$ cat config.mk
export PLATFORM = sky130hd
export DESIGN_NAME = pipe_stage_skid
export DESIGN_NICKNAME = d
export VERILOG_FILES = /design/src/rtl/pipe_stage_skid.sv
export SDC_FILE = /design/constraint.sdc
export NUM_CORES = 1
export LEC_CHECK = 0
export ABC_AREA = 1
export CORE_ASPECT_RATIO = 2
export CORE_MARGIN = 3
export CORE_UTILIZATION = 45
export DETAILED_ROUTE_END_ITERATION = 10
export PLACE_DENSITY = 0.78
export SLEW_MARGIN = 20
export SYNTH_ARGS = -nofsm -noshare
export SYNTH_HDL_FRONTEND = slang
export SYNTH_SLANG_ARGS = --single-unit
$ cat constraint.sdc
create_clock -name clk -period 1.46 [get_ports clk]
set_input_delay 0.292 -clock clk [delete_from_list [all_inputs] [get_ports clk]]
set_output_delay 0.292 -clock clk [all_outputs]
set_load 0.02 [all_outputs]
$ cat src/rtl/pipe_stage_skid.sv
// Valid/ready pipeline stage with a 2-entry skid buffer; 1-cycle latency, 1 payload/cycle sustained.
// Backpressure: in_ready comes straight from state flops (low only when both entries are full), so out_ready never reaches it combinationally.
module pipe_stage_skid #(
  parameter int DATA_W      = 237,
  parameter bit BUBBLE_ZERO = 1'b1,
  parameter int CNT_W       = 16
) (
  input  logic              clk,
  input  logic              rst,
  input  logic              in_valid,
  output logic              in_ready,
  input  logic [DATA_W-1:0] in_data,
  input  logic              flush,
  output logic              out_valid,
  input  logic              out_ready,
  output logic [DATA_W-1:0] out_data,
  output logic [1:0]        occupancy,
  output logic [CNT_W-1:0]  stall_cnt
);

  // Encoding equals the number of held entries.
  typedef enum logic [1:0] {
    S_EMPTY = 2'd0,
    S_ONE   = 2'd1,
    S_TWO   = 2'd2
  } state_t;

  state_t             state_q, state_d;
  logic [DATA_W-1:0]  main_dat_q;
  logic [DATA_W-1:0]  skid_dat_q;
  logic [CNT_W-1:0]   stall_cnt_q;
  logic               in_xfer, out_xfer;
  logic               ld_main_in, ld_main_skid, ld_skid;

  assign in_ready  = (state_q != S_TWO);
  assign out_valid = (state_q != S_EMPTY);
  assign in_xfer   = in_valid & in_ready;
  assign out_xfer  = out_valid & out_ready;
  assign occupancy = {state_q == S_TWO, state_q == S_ONE};
  assign stall_cnt = stall_cnt_q;
  assign out_data  = (BUBBLE_ZERO && !out_valid) ? '0 : main_dat_q;

  always_comb begin
    state_d      = state_q;
    ld_main_in   = 1'b0;
    ld_main_skid = 1'b0;
    ld_skid      = 1'b0;
    if (flush) begin
      // Kill everything, including a payload offered this cycle.
      state_d = S_EMPTY;
    end else begin
      case (state_q)
        S_EMPTY: begin
          if (in_xfer) begin
            state_d    = S_ONE;
            ld_main_in = 1'b1;
          end
        end
        S_ONE: begin
          if (in_xfer && out_xfer) begin
            ld_main_in = 1'b1;
          end else if (in_xfer) begin
            state_d = S_TWO;
            ld_skid = 1'b1;
          end else if (out_xfer) begin
            state_d = S_EMPTY;
          end
        end
        S_TWO: begin
          if (out_xfer) begin
            state_d      = S_ONE;
            ld_main_skid = 1'b1;
          end
        end
        default: state_d = S_EMPTY;
      endcase
    end
  end

  always_ff @(posedge clk) begin
    if (!rst) begin
      state_q <= S_EMPTY;
    end else begin
      state_q <= state_d;
    end
  end

  always_ff @(posedge clk) begin
    if (!rst) begin
      main_dat_q <= '0;
      skid_dat_q <= '0;
    end else begin
      if (ld_main_in) begin
        main_dat_q <= in_data;
      end else if (ld_main_skid) begin
        main_dat_q <= skid_dat_q;
      end
      if (ld_skid) begin
        skid_dat_q <= in_data;
      end
    end
  end

  // Saturating; flush deliberately leaves it alone.
  always_ff @(posedge clk) begin
    if (!rst) begin
      stall_cnt_q <= '0;
    end else if (out_valid && !out_ready && (stall_cnt_q != {CNT_W{1'b1}})) begin
      stall_cnt_q <= stall_cnt_q + {{(CNT_W-1){1'b0}}, 1'b1};
    end
  end

endmodule
==> flow_metrics.env <==
export IMPL_root_buffer="clkbuf_16"
export IMPL_die_w_um=158.4
export IMPL_initial_core_util_pct=45.59
export IMPL_vias=20920
export IMPL_hpwl_um=47340
export IMPL_slew_headroom_pct=69.45
export IMPL_ant_nets=0
export IMPL_synth_compound_area_share_pct=24.60
export IMPL_synth_seq_area_share_pct=47.14
export IMPL_cp_num_buf_inv=3
export IMPL_whs_ps=70.82
export IMPL_utilization_pct=65.29
export IMPL_nFillCells=3913
export IMPL_cts_buffers_inserted=44
export IMPL_power_frac_seq_pct=47.2
export IMPL_synth_nets=3237
export IMPL_post_route_min_period_ps=2195
export IMPL_clock_latency_ps=550
export IMPL_synth_xor_area_share_pct=0.2934
export IMPL_yosys_register_bits=492
export IMPL_clock_sinks=492
export IMPL_yosysWarnings=0
export IMPL_drt_initial_drc_count=1317
export IMPL_drt_pass1_iter_count=7
export IMPL_ys_top_cells_by_count="inv_1 (729), nor2_1 (502), dfxtp_1 (492)"
export IMPL_synthCells=2994
export IMPL_combPwrFrac_pct=12.2
export IMPL_row_count=111
export IMPL_wl_per_cell_um=16.55
export IMPL_grt_max_degree=72
export IMPL_core_region_area_mm2=0.04583
export IMPL_grt_overflow=0
export IMPL_drive_gt1_share_pct=16.07
export IMPL_max_stage_delay_ps=330
export IMPL_synth_edf_count=0
export IMPL_ys_dominant_reg_cell="dfxtp_1"
export IMPL_synthArstFlopShare_pct=0
export IMPL_clock_fmax_mhz=455.6
export IMPL_finalPower_w=0.02979
export IMPL_place_congestion=0.8522
export IMPL_nets=3765
export IMPL_htreeDepth=2
export IMPL_grt_pass1_wl_um=106500
export IMPL_setup_viol=747
export IMPL_grt_usage_pct=26.69
export IMPL_cp_top_family="buffers and inverters"
export IMPL_synth_simple_gate_area_share_pct=10.66
export IMPL_cp_cell_sequence="nor2_4 -> buf_6 -> bufbuf_16 -> nor2_1 -> dlygate4sd2_1"
export IMPL_synth_cell_types=20
export IMPL_boundaryPins=499
export IMPL_drv_slew=0
export IMPL_synth_top_family_by_area="compound AO/OA/AOI/OAI gates"
export IMPL_yosys_area_top_type="dfxtp_1"
export IMPL_synth_area_mm2=0.02090
export IMPL_drcViolationCount=0
export IMPL_hold_class="primary input to flip-flop"
export IMPL_cp_data_required_time_ps=1170
export IMPL_violations="negative setup slack"
export IMPL_worst_slew_pin_slew_ps=458.2
export IMPL_postCtsHoldBufs=0
export IMPL_worst_ir_drop_vdd_mv=1.013
export IMPL_yosys_top_cells_area="dfxtp_1 (47%), inv_1 (13%), a21oi_1 (12%)"
export IMPL_setup_ws_ps=-734.9
export IMPL_cp_arrival_ps=1900
export IMPL_muxShareOfSynthArea_pct=0
export IMPL_hold_viol=0
export IMPL_chipHeight_um=310.7
export IMPL_sw_frac_of_total_pct=24.27
export IMPL_rsz0062_at_grt="true"
export IMPL_clockBufferDepth=3
export IMPL_clk_pin_slew_worst_paths_ps=70
export IMPL_io_buffers=498
export IMPL_p_leak_nw=12.40
export IMPL_grt_pass1_vias=20250
export IMPL_grt_antenna_before_repair=25
export IMPL_finalCritPeriodShare_pct=150.3
export IMPL_via_per_inst=5.049
export IMPL_synth_most_common_cell="inv_1"
export IMPL_p_sw_w=0.007229
export IMPL_crit_fanout=13
export IMPL_finalWirelength_um=68590
export IMPL_critPathSlowestCell="dfxtp_2"
export IMPL_area_delta_synth_final_pct=43.20
export IMPL_synth_top_cell_area_share_pct=47.14
export IMPL_cp_start_kind="flip-flop"
export IMPL_power_frac_clock_pct=40.7
export IMPL_path_class="flip-flop to output port"
export IMPL_status="finished, violations left"
export IMPL_synth_area_per_cell_um2=6.979
export IMPL_cap_viol_max_count=0
export IMPL_fin_skew_ps=14.43
export IMPL_endpoint_kind="output port"
export IMPL_p_int_w=0.02256
export IMPL_synth_fa_ha_area_share_pct=0.05988
export IMPL_power_density_mw_per_mm2=995.6
export IMPL_cts_tree="built"
export IMPL_die_area_mm2=0.04921
metrics by stage:
step	setup WS (ps)	setup TNS, ps	std cells	area [µm²]
2_1_floorplan	-103.3	-36970	2994	21600
3_3_place_gp	-634.9	-354730	4025	28540
3_5_place_dp	-677.5	-362950	4025	28540
4_1_cts	-757.2	-286580	4115	30070
5_1_grt	-802.8	-347260	4143	29920
6_report	-734.9	-275720	4143	29920
metal layers:
metal	part of all wire, %	vias to the layer above	GRT usage, %
met2	51	657	46.92
met4	5.3	2	14.39
li1	-	10460	-
met5	0.019	-	0
met3	6.2	166	5.303
met1	38	9630	29.66
final timing paths:
path | cells past startpoint | slack, ps | end | startpoint
max | 5 | -730 | out_data[223] | state_q[0]
min | 3 | 70 | skid_dat_q[23] | rst
max reg2reg | 9 | -420 | stall_cnt[1] | state_q[0]
min reg2reg | 2 | 450 | skid_dat_q[151] | skid_dat_q[151]
area by class of cell:
type	instances	area (µm²)	share of cell area [%]
flip-flops and latches	492	9859	32.95
clock inverters	9	125.1	0.4181
clock buffers	69	1368	4.570
diodes	24	60.06	0.2007
repair buffers	695	7013	23.44
inverters	732	2758	9.216
multi-input cells	1557	8033	26.85
well taps	565	706.9	2.363
power groups by stage:
stage / registers, W / clock network [W] / logic [W]
final: 0.0141 / 0.0121 / 0.00363
after floorplan: 0.0143 / 0 / 0.00180
after global routing: 0.0141 / 0.0128 / 0.00397
after detailed placement: 0.0144 / 0 / 0.00351
after CTS: 0.0140 / 0.0123 / 0.00360
after global placement: 0.0143 / 0 / 0.00346
cells in the final DEF, fill, tap and decap left out, types with 3 or more instances in the layout:
master,netlist,final
nor2_4,0,3
xnor2_1,5,5
diode_2,0,24
nor2_1,502,491
nand4_1,5,5
clkbuf_1,156,10
a21oi_1,486,356
bufinv_16,0,3
o21ai_0,241,241
a21oi_2,0,130
clkinv_2,0,4
buf_4,0,143
dlygate4sd2_1,0,90
buf_12,0,73
buf_2,45,57
nor2_2,1,9
nand3_1,20,18
clkdlybuf4s50_1,0,257
buf_6,0,10
clkbuf_8,0,13
clkbuf_2,0,24
nand2_1,52,50
o22ai_1,237,237
inv_1,729,729
dfxtp_1,492,488
clkdlybuf4s15_2,0,33
bufbuf_16,0,3
clkbuf_16,0,49
flip-flops by register name, summed over array words and instances, names as in the netlist:
register	cells
main_dat_q	237
skid_dat_q	237
stall_cnt	16
state_q	2
what timing repair did:
| action | 4_1_cts | 5_1_grt |
|---|---|---|
| endpoints found under the setup margin | 747 | 747 |
| pin swaps | 2 | 0 |
| buffers inserted | 7 | 1 |
| resized for setup | 509 | 146 |
| hold endpoints to repair | 0 | 0 |
| gates cloned | 5 | 3 |
worst reg2reg max path, delay by kind of cell (launching register included):
kind / cells / cell delay, ps
and+or+nand+nor: 4 / 550
AOI/OAI and AO/OA: 2 / 360
buffers and inverters: 3 / 540
DFF: 1 / 330
cells by family (layout without fill, tap and decap cells):
group | Yosys count | after routing
buf+inv | 945 | 1505
xor+xnor | 7 | 7
fa+ha+maj | 1 | 1
compound gates | 967 | 967
other cells | 0 | 24
simple gates | 582 | 582
flops | 492 | 492
No activity file was read; power rests on OpenSTA's default activity.
